<file path="src/rtl/mips_multicycle_ctrl_if.sv">
// rtl/mips_multicycle_ctrl_if.sv - instruction fields in, datapath/memory controls out
interface mips_multicycle_ctrl_if;
    logic [5:0] op;
    logic [5:0] funct;
    logic       zero;
    logic       memread;
    logic       memwrite;
    logic       irwrite;
    logic       regwrite;
    logic       regdst;
    logic       memtoreg;
    logic       iord;
    logic       alusrca;
    logic [1:0] alusrcb;
    logic [1:0] pcsrc;
    logic       pcen;
    logic [2:0] alucontrol;
    logic       illegal;
    logic [3:0] state;

    modport master (
        input  op, funct, zero,
        output memread, memwrite, irwrite, regwrite, regdst, memtoreg, iord,
               alusrca, alusrcb, pcsrc, pcen, alucontrol, illegal, state
    );

    modport slave (
        output op, funct, zero,
        input  memread, memwrite, irwrite, regwrite, regdst, memtoreg, iord,
               alusrca, alusrcb, pcsrc, pcen, alucontrol, illegal, state
    );
endinterface

</file>
<file path="src/rtl/mips_multicycle_ctrl.sv">
// rtl/mips_multicycle_ctrl.sv - multicycle MIPS control FSM
module mips_multicycle_ctrl #(
    parameter logic [5:0] OP_RTYPE = 6'b000000,
    parameter logic [5:0] OP_LW    = 6'b100011,
    parameter logic [5:0] OP_SW    = 6'b101011,
    parameter logic [5:0] OP_BEQ   = 6'b000100,
    parameter logic [5:0] OP_ADDI  = 6'b001000,
    parameter logic [5:0] OP_J     = 6'b000010
) (
    input  logic                   clk,
    input  logic                   reset,
    mips_multicycle_ctrl_if.master bus
);
    typedef enum logic [3:0] {
        S_FETCH   = 4'd0,  S_DECODE  = 4'd1,  S_MEMADR = 4'd2,  S_MEMRD  = 4'd3,
        S_MEMWB   = 4'd4,  S_MEMWR   = 4'd5,  S_RTYPEEX = 4'd6, S_RTYPEWB = 4'd7,
        S_BEQEX   = 4'd8,  S_ADDIEX  = 4'd9,  S_ADDIWB = 4'd10, S_JEX    = 4'd11
    } state_t;

    localparam logic [2:0] ALU_ADD = 3'b010;
    localparam logic [2:0] ALU_SUB = 3'b110;
    localparam logic [2:0] ALU_AND = 3'b000;
    localparam logic [2:0] ALU_OR  = 3'b001;
    localparam logic [2:0] ALU_SLT = 3'b111;

    state_t     cur, nxt;
    logic       memread_c, memwrite_c, irwrite_c, regwrite_c, regdst_c, memtoreg_c;
    logic       iord_c, alusrca_c, pcwrite_c, branch_c, illegal_c;
    logic [1:0] alusrcb_c, pcsrc_c;
    logic [2:0] alucontrol_c;

    always_ff @(posedge clk or posedge reset) begin
        if (reset) cur <= S_FETCH;
        else       cur <= nxt;
    end

    always_comb begin
        nxt          = S_FETCH;
        memread_c    = 1'b0;
        memwrite_c   = 1'b0;
        irwrite_c    = 1'b0;
        regwrite_c   = 1'b0;
        regdst_c     = 1'b0;
        memtoreg_c   = 1'b0;
        iord_c       = 1'b0;
        alusrca_c    = 1'b0;
        alusrcb_c    = 2'b00;
        pcsrc_c      = 2'b00;
        pcwrite_c    = 1'b0;
        branch_c     = 1'b0;
        alucontrol_c = ALU_ADD;
        illegal_c    = 1'b0;
        case (cur)
            S_FETCH: begin
                memread_c = 1'b1;
                irwrite_c = 1'b1;
                alusrcb_c = 2'b01;
                pcwrite_c = 1'b1;
                nxt       = S_DECODE;
            end
            S_DECODE: begin
                alusrcb_c = 2'b11;
                case (bus.op)
                    OP_LW, OP_SW: nxt = S_MEMADR;
                    OP_RTYPE:     nxt = S_RTYPEEX;
                    OP_BEQ:       nxt = S_BEQEX;
                    OP_ADDI:      nxt = S_ADDIEX;
                    OP_J:         nxt = S_JEX;
                    default:      illegal_c = 1'b1;
                endcase
            end
            S_MEMADR: begin
                alusrca_c = 1'b1;
                alusrcb_c = 2'b10;
                nxt       = (bus.op == OP_LW) ? S_MEMRD : S_MEMWR;
            end
            S_MEMRD: begin
                memread_c = 1'b1;
                iord_c    = 1'b1;
                nxt       = S_MEMWB;
            end
            S_MEMWB: begin
                regwrite_c = 1'b1;
                memtoreg_c = 1'b1;
            end
            S_MEMWR: begin
                memwrite_c = 1'b1;
                iord_c     = 1'b1;
            end
            S_RTYPEEX: begin
                alusrca_c = 1'b1;
                nxt       = S_RTYPEWB;
                case (bus.funct)
                    6'b100000: alucontrol_c = ALU_ADD;
                    6'b100010: alucontrol_c = ALU_SUB;
                    6'b100100: alucontrol_c = ALU_AND;
                    6'b100101: alucontrol_c = ALU_OR;
                    6'b101010: alucontrol_c = ALU_SLT;
                    default: begin
                        // Unsupported funct: flag it and skip the writeback
                        illegal_c = 1'b1;
                        nxt       = S_FETCH;
                    end
                endcase
            end
            S_RTYPEWB: begin
                regwrite_c = 1'b1;
                regdst_c   = 1'b1;
            end
            S_BEQEX: begin
                alusrca_c    = 1'b1;
                alucontrol_c = ALU_SUB;
                branch_c     = 1'b1;
                pcsrc_c      = 2'b01;
            end
            S_ADDIEX: begin
                alusrca_c = 1'b1;
                alusrcb_c = 2'b10;
                nxt       = S_ADDIWB;
            end
            S_ADDIWB: regwrite_c = 1'b1;
            S_JEX: begin
                pcwrite_c = 1'b1;
                pcsrc_c   = 2'b10;
            end
            default: nxt = S_FETCH;
        endcase
    end

    // Reset forces every output low even though the state register already holds FETCH
    assign bus.memread    = ~reset & memread_c;
    assign bus.memwrite   = ~reset & memwrite_c;
    assign bus.irwrite    = ~reset & irwrite_c;
    assign bus.regwrite   = ~reset & regwrite_c;
    assign bus.regdst     = ~reset & regdst_c;
    assign bus.memtoreg   = ~reset & memtoreg_c;
    assign bus.iord       = ~reset & iord_c;
    assign bus.alusrca    = ~reset & alusrca_c;
    assign bus.alusrcb    = reset ? 2'b00 : alusrcb_c;
    assign bus.pcsrc      = reset ? 2'b00 : pcsrc_c;
    assign bus.pcen       = ~reset & (pcwrite_c | (branch_c & bus.zero));
    assign bus.alucontrol = reset ? 3'b000 : alucontrol_c;
    assign bus.illegal    = ~reset & illegal_c;
    assign bus.state      = reset ? 4'd0 : cur;
endmodule

</file>
<file path="src/flat_wrapper.sv">
// flat-port wrapper written by rule: the top's interface ports become plain ports
module mips_multicycle_ctrl_flat 
#(
    parameter logic [5:0] OP_RTYPE = 6'b000000,
    parameter logic [5:0] OP_LW    = 6'b100011,
    parameter logic [5:0] OP_SW    = 6'b101011,
    parameter logic [5:0] OP_BEQ   = 6'b000100,
    parameter logic [5:0] OP_ADDI  = 6'b001000,
    parameter logic [5:0] OP_J     = 6'b000010
)
  (clk, reset, bus_op, bus_funct, bus_zero, bus_memread, bus_memwrite, bus_irwrite, bus_regwrite, bus_regdst, bus_memtoreg, bus_iord, bus_alusrca, bus_alusrcb, bus_pcsrc, bus_pcen, bus_alucontrol, bus_illegal, bus_state);
  mips_multicycle_ctrl_if bus_i ();
  input  logic clk;
  input  logic reset;
  input wire logic [$bits(bus_i.op)-1:0] bus_op;
  input wire logic [$bits(bus_i.funct)-1:0] bus_funct;
  input wire logic [$bits(bus_i.zero)-1:0] bus_zero;
  output wire logic [$bits(bus_i.memread)-1:0] bus_memread;
  output wire logic [$bits(bus_i.memwrite)-1:0] bus_memwrite;
  output wire logic [$bits(bus_i.irwrite)-1:0] bus_irwrite;
  output wire logic [$bits(bus_i.regwrite)-1:0] bus_regwrite;
  output wire logic [$bits(bus_i.regdst)-1:0] bus_regdst;
  output wire logic [$bits(bus_i.memtoreg)-1:0] bus_memtoreg;
  output wire logic [$bits(bus_i.iord)-1:0] bus_iord;
  output wire logic [$bits(bus_i.alusrca)-1:0] bus_alusrca;
  output wire logic [$bits(bus_i.alusrcb)-1:0] bus_alusrcb;
  output wire logic [$bits(bus_i.pcsrc)-1:0] bus_pcsrc;
  output wire logic [$bits(bus_i.pcen)-1:0] bus_pcen;
  output wire logic [$bits(bus_i.alucontrol)-1:0] bus_alucontrol;
  output wire logic [$bits(bus_i.illegal)-1:0] bus_illegal;
  output wire logic [$bits(bus_i.state)-1:0] bus_state;
  assign bus_i.op = bus_op;
  assign bus_i.funct = bus_funct;
  assign bus_i.zero = bus_zero;
  assign bus_memread = bus_i.memread;
  assign bus_memwrite = bus_i.memwrite;
  assign bus_irwrite = bus_i.irwrite;
  assign bus_regwrite = bus_i.regwrite;
  assign bus_regdst = bus_i.regdst;
  assign bus_memtoreg = bus_i.memtoreg;
  assign bus_iord = bus_i.iord;
  assign bus_alusrca = bus_i.alusrca;
  assign bus_alusrcb = bus_i.alusrcb;
  assign bus_pcsrc = bus_i.pcsrc;
  assign bus_pcen = bus_i.pcen;
  assign bus_alucontrol = bus_i.alucontrol;
  assign bus_illegal = bus_i.illegal;
  assign bus_state = bus_i.state;
  mips_multicycle_ctrl #(.OP_RTYPE(OP_RTYPE), .OP_LW(OP_LW), .OP_SW(OP_SW), .OP_BEQ(OP_BEQ), .OP_ADDI(OP_ADDI), .OP_J(OP_J)) u_core (.clk(clk), .reset(reset), .bus(bus_i));
endmodule
</file>
<file path="config.mk">
export PLATFORM = sky130hd
export DESIGN_NAME = mips_multicycle_ctrl_flat
export DESIGN_NICKNAME = d
export VERILOG_FILES = /design/src/rtl/mips_multicycle_ctrl_if.sv /design/src/rtl/mips_multicycle_ctrl.sv /design/src/flat_wrapper.sv
export SDC_FILE = /design/constraint.sdc
export NUM_CORES = 1
export LEC_CHECK = 0
export BUFFER_PORTS_ARGS = -buffer_cell sky130_fd_sc_hd__buf_2
export CORE_MARGIN = 2
export CORE_UTILIZATION = 35
export CTS_BUF_LIST = sky130_fd_sc_hd__clkbuf_8
export DETAILED_ROUTE_END_ITERATION = 16
export PLACE_DENSITY = 0.68
export SLEW_MARGIN = 25
export SYNTH_ARGS = -nofsm -noshare
export SYNTH_HDL_FRONTEND = slang
export SYNTH_SLANG_ARGS = --single-unit
</file>
<file path="constraint.sdc">
create_clock -name clk -period 1.28 [get_ports clk]
set_input_delay 0 -clock clk [delete_from_list [all_inputs] [get_ports clk]]
set_output_delay 0 -clock clk [all_outputs]
set_load 0.01 [all_outputs]
</file>
==> metrics.cfg <==
[power_and_ir_drop]
p_int_mw = 0.848
pwr-share-clk_pct = 19.7
switchingPower_mw = 0.572
p_leak_nw = 0.507
combPwrFrac_pct = 66.8
p_per_area_mw_per_mm2 = 1320
power.share.sequential_pct = 13.5
swShare_pct = 40.3
ir_worst_vdd_mv = 0.925

[floorplanning]
coreArea_sq_mm = 0.00152
start_util_pct = 37.7
die_w_um = 44.5
die_height_um = 44.5
rows = 14
io_pins = 36
die_area_sq_mm = 0.00198

[worst_hold_path]
hold_class = input pin to register

[global_route]
grt_usage_pct = 22.3
grt_pass1_wl_um = 3220
grt_pass1_vias = 745
grt_max_degree = 14
antenna_found_initial = 0
grt.overflow.total = 0

[timing]
max_slew_margin_pct = 77.4
worst_slack_ns = -0.155
skew_ns = 0.00671
slew_viol_final = 0
tightest_slew_ns = 0.337
fmax_mhz = 697
fin_crit_sh_pct = 112
finalCriticalPeriod_ns = 1.44
setup_viol = 13
rsz0062_at_grt = yes
report.final.hold_viol_count = 0

[setup_path]
startpoint_type = register
cp.required_ns = 1.28
worstPathMaxFanout = 3
critical_path.endpoint_type = output pin
critPathArrivalTime_ns = 1.44
crit_type = register to output pin

[yosys]
synth-seq-cells = 4
synthCells = 81
synth_top_area_share_pct = 17.4
ys_dominant_reg_cell = dfrtp_1
synth_warnings = 0
synth_edf_count = 0
ys_seq_area_share_pct = 17.4
netlist_area_sq_um = 574
synth_area_leaders = dfrtp_1, nor2_1, nor3_1
ys_async_sr_fraction_pct = 100
synth_most_common_cell = nor2_1
syn_avg_cell_area_sq_um = 7.09
synth_cell_type_count = 35
syn-num-nets = 96
yosysTopAreaCell = dfrtp_1
synth_common_cells = nor2_1, nor3_1, nand2b_1

[clock_tree]
htreeDepth = 1
clk_pin_slew_worst_paths_ns = 0.04
clock-sinks = 4
clockRootBuffer = clkbuf_8
cts_buffers = 3
cts_tree = built
cts_buffer_depth = 2
clk_latency_ns = 0.22

[cells_and_area]
fin_cells = 149
reg_top3 = u_core.cur x4
max_flop_register = u_core.cur
utilization_pct = 70.4
antenna_cells = 0
largest_reg_flops = 4
drive_gt1_share_pct = 60.2
syn_to_final_growth_pct = 86.7
final_cell_area_sq_mm = 0.00107
fin_nets = 150

[place]
post_dp_cell_area_sq_um = 826
hpwl_um = 1360
io_buffers = 35
dp_cells = 137
gp_congestion = 0.816

[routing]
viasPerCell = 5.46
routed_wl_um = 2090
ant_nets = 0
wl_per_cell_um = 14.0
remaining_drc_errors = 0
drt-initial-drc-count = 18
vias = 814
dr.pass1.iters = 4

[run_status]
violations = setup timing
status = finished with violations

[flow_run]
drv_cap = 0

placed cells by master (no fill, tap or decap), types with 3 or more instances in the layout:
cell,Yosys,routed
buf_2,3,33
buf_4,0,11
nor2_1,12,9
buf_6,0,9
nor3_2,0,5
nand2b_4,0,4
nor2b_1,4,4
mux2i_1,3,3
o21ai_0,3,3
clkbuf_8,0,3
dfrtp_1,4,3
path summary, 6_finish.rpt:
kind | startpoint | endpoint | slack, ns | depth (start not counted)
min reg2reg | u_core.cur[3]$_DFF_PP0_ | u_core.cur[1]$_DFF_PP0_ | 0.78 | 3
max reg2reg | u_core.cur[1]$_DFF_PP0_ | u_core.cur[1]$_DFF_PP0_ | 0.08 | 6
max | u_core.cur[2]$_DFF_PP0_ | bus_illegal | -0.16 | 4
min in group asynchronous | reset | u_core.cur[0]$_DFF_PP0_ | 0.40 | 3
min | bus_op[4] | u_core.cur[1]$_DFF_PP0_ | 0.15 | 3
max in group asynchronous | reset | u_core.cur[1]$_DFF_PP0_ | 0.69 | 3
power groups by stage:
| stage | combinational (mW) | clock (mW) | sequential, mW |
|---|---|---|---|
| after global placement | 0.694 | 0 | 0.182 |
| after CTS | 0.843 | 0.277 | 0.190 |
| after global routing | 1.02 | 0.288 | 0.196 |
| final | 0.948 | 0.280 | 0.192 |
| after floorplan | 0.436 | 0 | 0.166 |
| after detailed placement | 0.703 | 0 | 0.182 |
metrics by stage:
step	power (mW)	setup slack [ns]	hold slack (ns)	setup TNS, ns
6_report	1.42	-0.155	0.148	-0.944
5_1_grt	1.51	-0.228	0.170	-1.76
4_1_cts	1.31	-0.130	0.147	-0.658
3_5_place_dp	0.886	0.0258	0.0196	0
3_3_place_gp	0.876	0.0355	0.0172	0
2_1_floorplan	0.602	0.0118	-0.0104	0
what timing repair did:
action	in CTS	in global routing
setup endpoints to repair	14	19
hold buffers	1	0
endpoints found under the hold margin	4	0
pin swaps	3	4
buffers inserted	7	1
gates resized for setup	14	16
cell families (layout without fill, tap and decap cells):
family / after synthesis / in the layout / share of synthesized area (%)
AND/OR/NAND/NOR: 44 / 44 / 42.3
AO/OA/AOI/OAI: 19 / 19 / 24.6
buffers and inverters: 8 / 60 / 5.88
flip-flops: 4 / 4 / 17.4
XOR/XNOR: 3 / 3 / 4.58
multiplexers: 3 / 3 / 5.23
final cells by class:
class / count / area [sq um]
multi-input cells: 69 / 539
fillers: 116 / 452
repair buffers: 54 / 359
flip-flops and latches: 4 / 101
clock buffers: 3 / 41.3
well taps: 16 / 20.0
inverters: 3 / 11.3
critical path, stage by stage, from the launching register on:
cell and delay, ns:
dfrtp_1 0.40, or2_4 0.27, a2111o_1 0.30, o21ai_2 0.11, buf_2 0.14
routing by layer:
metal  track usage (%)  vias up  routed length [um]
li1                  -      400                   -
met1              26.2      372                 862
met2              37.1       37                1050
met3              4.49        5                 135
met4              12.7        0                  38
met5                 0        -                   0
(Power assumes the default switching activity.)
